$ cat src/rtl/line_seq_pkg.sv
// Shared types and defaults for the line command sequencer.
package line_seq_pkg;

  typedef enum logic [2:0] {
    S_IDLE,
    S_LOAD,
    S_DRAW,
    S_CLEAR,
    S_FIN
  } seq_state_t;

  localparam int SCREEN_W_DEF = 640;
  localparam int SCREEN_H_DEF = 480;

  typedef logic [9:0] xcoord_t;
  typedef logic [8:0] ycoord_t;
  typedef logic [9:0] len_t;

endpackage

$ cat src/rtl/screen_sweep.sv
// Raster-order x/y counter for the full-screen clear: x fastest, then y.
module screen_sweep
  import line_seq_pkg::*;
#(
  parameter int SCREEN_W = SCREEN_W_DEF,
  parameter int SCREEN_H = SCREEN_H_DEF
) (
  input  logic    clk,
  input  logic    reset,
  input  logic    start,
  input  logic    step,
  output xcoord_t x,
  output ycoord_t y,
  output logic    last
);

  always_ff @(posedge clk or posedge reset) begin
    if (reset) begin
      x <= '0;
      y <= '0;
    end else if (start) begin
      x <= '0;
      y <= '0;
    end else if (step) begin
      if (x == xcoord_t'(SCREEN_W - 1)) begin
        x <= '0;
        y <= (y == ycoord_t'(SCREEN_H - 1)) ? '0 : y + ycoord_t'(1);
      end else begin
        x <= x + xcoord_t'(1);
      end
    end
  end

  assign last = (x == xcoord_t'(SCREEN_W - 1)) && (y == ycoord_t'(SCREEN_H - 1));

endmodule

$ cat src/rtl/line_cmd_sequencer.sv
// Line command front end: loads the line_drawer, qualifies one write per pixel, pulses done.
// Optional full-screen clear sweep is built when LINE_SEQ_CLEAR_EN is defined.
module line_cmd_sequencer
  import line_seq_pkg::*;
#(
  parameter int SCREEN_W = SCREEN_W_DEF,
  parameter int SCREEN_H = SCREEN_H_DEF,
  parameter int COLOR_W  = 1
) (
  input  logic               clk,
  input  logic               reset,
  input  logic               cmd_valid,
  output logic               cmd_ready,
  input  logic [9:0]         cmd_x0,
  input  logic [9:0]         cmd_x1,
  input  logic [8:0]         cmd_y0,
  input  logic [8:0]         cmd_y1,
  input  logic [COLOR_W-1:0] cmd_color,
  input  logic               cmd_clear,
  output logic               drw_reset,
  output logic [9:0]         drw_x0,
  output logic [9:0]         drw_x1,
  output logic [8:0]         drw_y0,
  output logic [8:0]         drw_y1,
  input  logic [9:0]         drw_x,
  input  logic [8:0]         drw_y,
  output logic               fb_we,
  output logic [9:0]         fb_x,
  output logic [8:0]         fb_y,
  output logic [COLOR_W-1:0] fb_color,
  output logic               done
);

  function automatic len_t abs_diff(input logic signed [10:0] a, input logic signed [10:0] b);
    logic signed [10:0] d;
    d = b - a;
    return (d < 0) ? len_t'(-d) : len_t'(d);
  endfunction

  seq_state_t           state;
  len_t                 dx_p0, dy_p0, len_p0;
  len_t                 cnt_p1;
  logic [COLOR_W-1:0]   color_p1;
  logic                 accept;
  logic                 do_clear;
  logic                 sweep_last;

  assign accept = cmd_valid & cmd_ready;

  // Stage p0: line length from the presented endpoints
  assign dx_p0  = abs_diff($signed({1'b0, cmd_x0}), $signed({1'b0, cmd_x1}));
  assign dy_p0  = abs_diff($signed({2'b0, cmd_y0}), $signed({2'b0, cmd_y1}));
  assign len_p0 = ((dx_p0 > dy_p0) ? dx_p0 : dy_p0) + len_t'(1);

`ifdef LINE_SEQ_CLEAR_EN
  xcoord_t sweep_x;
  ycoord_t sweep_y;

  assign do_clear = cmd_clear;

  screen_sweep #(
    .SCREEN_W (SCREEN_W),
    .SCREEN_H (SCREEN_H)
  ) u_sweep (
    .clk   (clk),
    .reset (reset),
    .start (accept & do_clear),
    .step  (state == S_CLEAR),
    .x     (sweep_x),
    .y     (sweep_y),
    .last  (sweep_last)
  );
`else
  localparam int unused_screen_px = SCREEN_W * SCREEN_H;
  logic unused_clear;

  assign unused_clear = cmd_clear;
  assign do_clear     = 1'b0;
  assign sweep_last   = 1'b0;
`endif

  // Stage p1: control FSM, latched endpoints and registered handshake/strobe outputs
  always_ff @(posedge clk or posedge reset) begin
    if (reset) begin
      state     <= S_IDLE;
      cmd_ready <= 1'b1;
      drw_reset <= 1'b1;
      fb_we     <= 1'b0;
      done      <= 1'b0;
      drw_x0    <= '0;
      drw_x1    <= '0;
      drw_y0    <= '0;
      drw_y1    <= '0;
      color_p1  <= '0;
      cnt_p1    <= '0;
    end else begin
      case (state)
        S_IDLE: begin
          if (accept) begin
            drw_x0    <= cmd_x0;
            drw_x1    <= cmd_x1;
            drw_y0    <= cmd_y0;
            drw_y1    <= cmd_y1;
            color_p1  <= cmd_color;
            cnt_p1    <= len_p0;
            cmd_ready <= 1'b0;
            if (do_clear) begin
              state <= S_CLEAR;
              fb_we <= 1'b1;
            end else begin
              state <= S_LOAD;
            end
          end
        end
        S_LOAD: begin
          state     <= S_DRAW;
          drw_reset <= 1'b0;
          fb_we     <= 1'b1;
        end
        S_DRAW: begin
          if (cnt_p1 == len_t'(1)) begin
            state <= S_FIN;
            fb_we <= 1'b0;
            done  <= 1'b1;
          end else begin
            cnt_p1 <= cnt_p1 - len_t'(1);
          end
        end
        S_CLEAR: begin
          if (sweep_last) begin
            state <= S_FIN;
            fb_we <= 1'b0;
            done  <= 1'b1;
          end
        end
        S_FIN: begin
          state     <= S_IDLE;
          done      <= 1'b0;
          cmd_ready <= 1'b1;
          drw_reset <= 1'b1;
        end
        default: begin
          state     <= S_IDLE;
          cmd_ready <= 1'b1;
          drw_reset <= 1'b1;
          fb_we     <= 1'b0;
          done      <= 1'b0;
        end
      endcase
    end
  end

  // Write address follows the drawer directly, so it is valid in the same cycle as fb_we
  always_comb begin
    fb_x = '0;
    fb_y = '0;
    if (state == S_DRAW) begin
      fb_x = drw_x;
      fb_y = drw_y;
    end
`ifdef LINE_SEQ_CLEAR_EN
    else if (state == S_CLEAR) begin
      fb_x = sweep_x;
      fb_y = sweep_y;
    end
`endif
  end

  assign fb_color = color_p1;

endmodule

$ cat config.mk
export PLATFORM = sky130hd
export DESIGN_NAME = line_cmd_sequencer
export DESIGN_NICKNAME = d
export VERILOG_FILES = /design/src/rtl/line_seq_pkg.sv /design/src/rtl/screen_sweep.sv /design/src/rtl/line_cmd_sequencer.sv
export SDC_FILE = /design/constraint.sdc
export NUM_CORES = 1
export LEC_CHECK = 0
export CORE_UTILIZATION = 45
export CTS_CLUSTER_SIZE = 24
export DETAILED_ROUTE_END_ITERATION = 7
export GPL_ROUTABILITY_DRIVEN = 0
export PLACE_DENSITY_LB_ADDON = 0.15
export SLEW_MARGIN = 10
export SYNTH_ARGS = -nofsm -noshare
export SYNTH_HDL_FRONTEND = slang
export SYNTH_HIERARCHICAL = 1
export SYNTH_SLANG_ARGS = --single-unit
$ cat constraint.sdc
create_clock -name clk -period 2.7 [get_ports clk]
set_clock_uncertainty 0.15 [all_clocks]
set_input_delay 0.27 -clock clk [delete_from_list [all_inputs] [get_ports clk]]
set_output_delay 0.27 -clock clk [all_outputs]
set_load 0.05 [all_outputs]
==> results.py <==
metrics = {
    "run_status": {
        "status": "finished with violations",
        "violations": "negative setup slack",
    },
    "worst_setup_path": {
        "critPathMaxFanout": 7,
        "reg2regPathDepth": 8,
        "cp.arrival_ps": 5010,
        "rrSetupSlack_ps": -110,
        "crit_end": "cnt_p1[9]",
        "critPathCaptureType": "register",
        "r2r-end": "cnt_p1[8]",
        "path_class": "primary input to register",
        "startpoint": "cmd_x0[3]",
        "critPathRequiredTime_ps": 2780,
        "worstReg2RegStart": "cnt_p1[5]",
        "start_kind": "primary input",
    },
    "clock_tree": {
        "cts_sinks": 56,
        "clock_path_buffers": 2,
        "root_buffer": "clkbuf_8",
        "cts_buffers": 5,
        "ctsHtreeMaxLevel": 2,
        "clock_latency_ps": 330,
        "cts_tree": "built",
        "path_clk_slew_ps": 110,
    },
    "cells_and_area": {
        "n_antenna_cell": 0,
        "nFillCells": 509,
        "nets": 865,
        "stdcell_count": 901,
        "fin_area_mm2": 0.008342,
        "final_common_cell": "buf_4",
        "drive_above_1_share": 0.4922,
        "area_growth_pct": 82.46,
        "most-common-layout-cells": "buf_4, clkdlybuf4s50_1, dfrtp_1",
    },
    "synthesis": {
        "synth_cell_type_count": 77,
        "ys_ff_latch": 56,
        "ys_warn_count": 6,
        "async_flop_share": 1.000,
        "ys_seq_area_frac": 0.3071,
        "syn_area_per_cell_um2": 9.292,
        "netlist_instances": 492,
        "mappedNetlistArea_mm2": 0.004572,
        "synth_flop_cell": "dfrtp_1",
        "synthesis.nets": 590,
        "synth-edff-count": 0,
    },
    "floorplanning": {
        "die_x_um": 102.8,
        "rows": 36,
        "die_area_mm2": 0.01057,
        "start_util": 0.4656,
        "die_y_um": 102.8,
        "ioPinCount": 124,
        "core_region_area_mm2": 0.009819,
    },
    "global_route": {
        "overflow": 0,
        "grt_pass1_wl_um": 25030,
        "grt_pass1_vias": 5172,
        "grt_max_degree": 30,
        "grt_use_total": 0.3076,
        "antenna_found_initial": 0,
    },
    "placement": {
        "place_area_mm2": 0.007068,
        "hpwl_um": 10350,
        "numPortBuffers": 122,
        "placed_cells": 846,
    },
    "sta": {
        "fin_crit_sh": 1.824,
        "max_freq_mhz": 203.1,
        "hold_violations": 0,
        "worst_pin_slew_ps": 538.2,
        "slew_viol_final": 0,
        "fin_setup_tns_ps": -20830,
        "setup_violations": 10,
        "rsz0062_at_grt": "yes",
        "relSlewSlack": 0.6401,
        "layout_min_cycle_time_ps": 4924,
        "setup_slack_ps": -2224,
    },
    "power_and_ir_drop": {
        "internal_power_uw": 2788,
        "p_leak_uw": 0.003825,
        "power_frac_comb": 0.711,
        "powerDensity_mw_per_mm2": 568.7,
        "swShare": 0.4122,
        "peakVddDrop_mv": 0.3252,
        "p_seq_frac": 0.177,
        "p_clk_frac": 0.112,
        "p_total_uw": 4744,
        "power_switching_uw": 1956,
    },
    "worst_hold_path": {
        "hp-class": "primary input to register",
        "min-delay-start": "cmd_x1[0]",
    },
    "routing": {
        "dr.pass1.iters": 7,
        "drt_iter0_markers": 393,
        "via_count": 5367,
        "wl_um": 19040,
        "routed_via_density": 5.957,
        "drc": 0,
        "detail-route-antenna-nets": 0,
        "wl_per_cell_um": 21.13,
    },
    "job": {
        "maxCapViolCount": 0,
    },
}
-- power groups by stage --
stage | Combinational (uW) | Sequential (uW) | Clock (uW)
3_3_place_gp | 1960 | 855 | 0
3_5_place_dp | 2030 | 855 | 0
2_1_floorplan | 1150 | 855 | 0
5_1_grt | 3510 | 838 | 567
4_1_cts | 2600 | 838 | 529
6_report | 3370 | 838 | 534
-- stage by stage --
step                worst slack (ps)  utilization  hold slack (ps)
global route                   -2309       0.8495            23.98
detailed placement             -2837       0.7198            330.2
global placement               -2554       0.7198            318.6
floorplan                      -1968            -            271.7
CTS                            -1823       0.8076            30.55
finish                         -2224       0.8495            37.31
-- Yosys cell counts (all sizes together), types with 6 or more instances --
cell type	count	area, um2
a21o	9	68.82
a21oi	26	137.6
a221o	6	60.06
a31oi	6	37.54
and2	22	137.6
buf	9	57.55
clkbuf	8	30.03
dfrtp	54	1351
ha	34	425.4
inv	43	161.4
mux2	40	450.4
nand2	26	100.1
nand2b	6	45.04
nand3	14	70.07
nor2	30	112.6
nor2b	6	40.04
nor3	11	55.05
o21ai	26	133.9
xnor2	18	183.9
xor2	19	173.9
-- cell families after synthesis --
group	share of synthesized area
DFF	0.3071
adders and majority gates	0.1018
muxes	0.1122
and+or+nand+nor	0.1697
xor gates and xnor gates	0.07827
AOI/OAI and AO/OA	0.1765
buffers and inverters	0.05446
-- how the worst min path moves through the flow --
stage	cells after the start	end
final	2	drw_x1[0]
after global routing	2	drw_x1[0]
after detailed placement	2	drw_reset
after floorplan	1	drw_x0[0]
after CTS	2	drw_y0[0]
after global placement	1	done
-- sequential cells by signal, indices dropped and copies added, names as in the netlist --
name and count:
drw_x0 10, drw_reset 1, fb_color 1, fb_we 1
drw_y0 9, state 3, drw_y1 9, done 1
drw_x1 10, cnt_p1 10, cmd_ready 1
-- repair_timing --
| item | 4_1_cts | 5_1_grt |
|---|---|---|
| hold buffers | 0 | 0 |
| buffers inserted | 33 | 19 |
| endpoints found under the setup margin | 10 | 10 |
| gates resized for setup | 163 | 71 |
| pin swaps | 55 | 39 |
-- worst max-delay path, stage by stage --
cell           delay, ps
dlygate4sd2_1        260
inv_1                110
ha_4                 180
buf_6                130
a21o_1               220
a21oi_4              240
a21oi_2              100
or2_4                320
a31oi_4              200
xor2_2               260
inv_1                140
ha_4                 300
nand4_1              170
a211oi_2             350
a2111oi_4             70
a31oi_1              150
buf_4                180
inv_4                 60
mux2i_2              340
nor2b_4              280
o2111ai_2            150
xor2_1               200
a221o_1              320
-- final cells by class --
| type | count | area [um2] | area share |
|---|---|---|---|
| clock buffer | 8 | 100.1 | 0.01200 |
| inverter | 43 | 171.4 | 0.02055 |
| multi-input combinational | 376 | 3814 | 0.4572 |
| sequential | 56 | 1404 | 0.1683 |
| tap | 133 | 166.4 | 0.01995 |
| timing repair buffer | 285 | 2686 | 0.3220 |
-- routing by layer --
layer	share of wire	track usage	vias up
li1	-	-	2311
met1	0.36	0.3458	2591
met4	0.051	0.1484	0
met2	0.51	0.5554	364
met3	0.085	0.06237	101
met5	0	0	-
(Power assumes the default switching activity.)
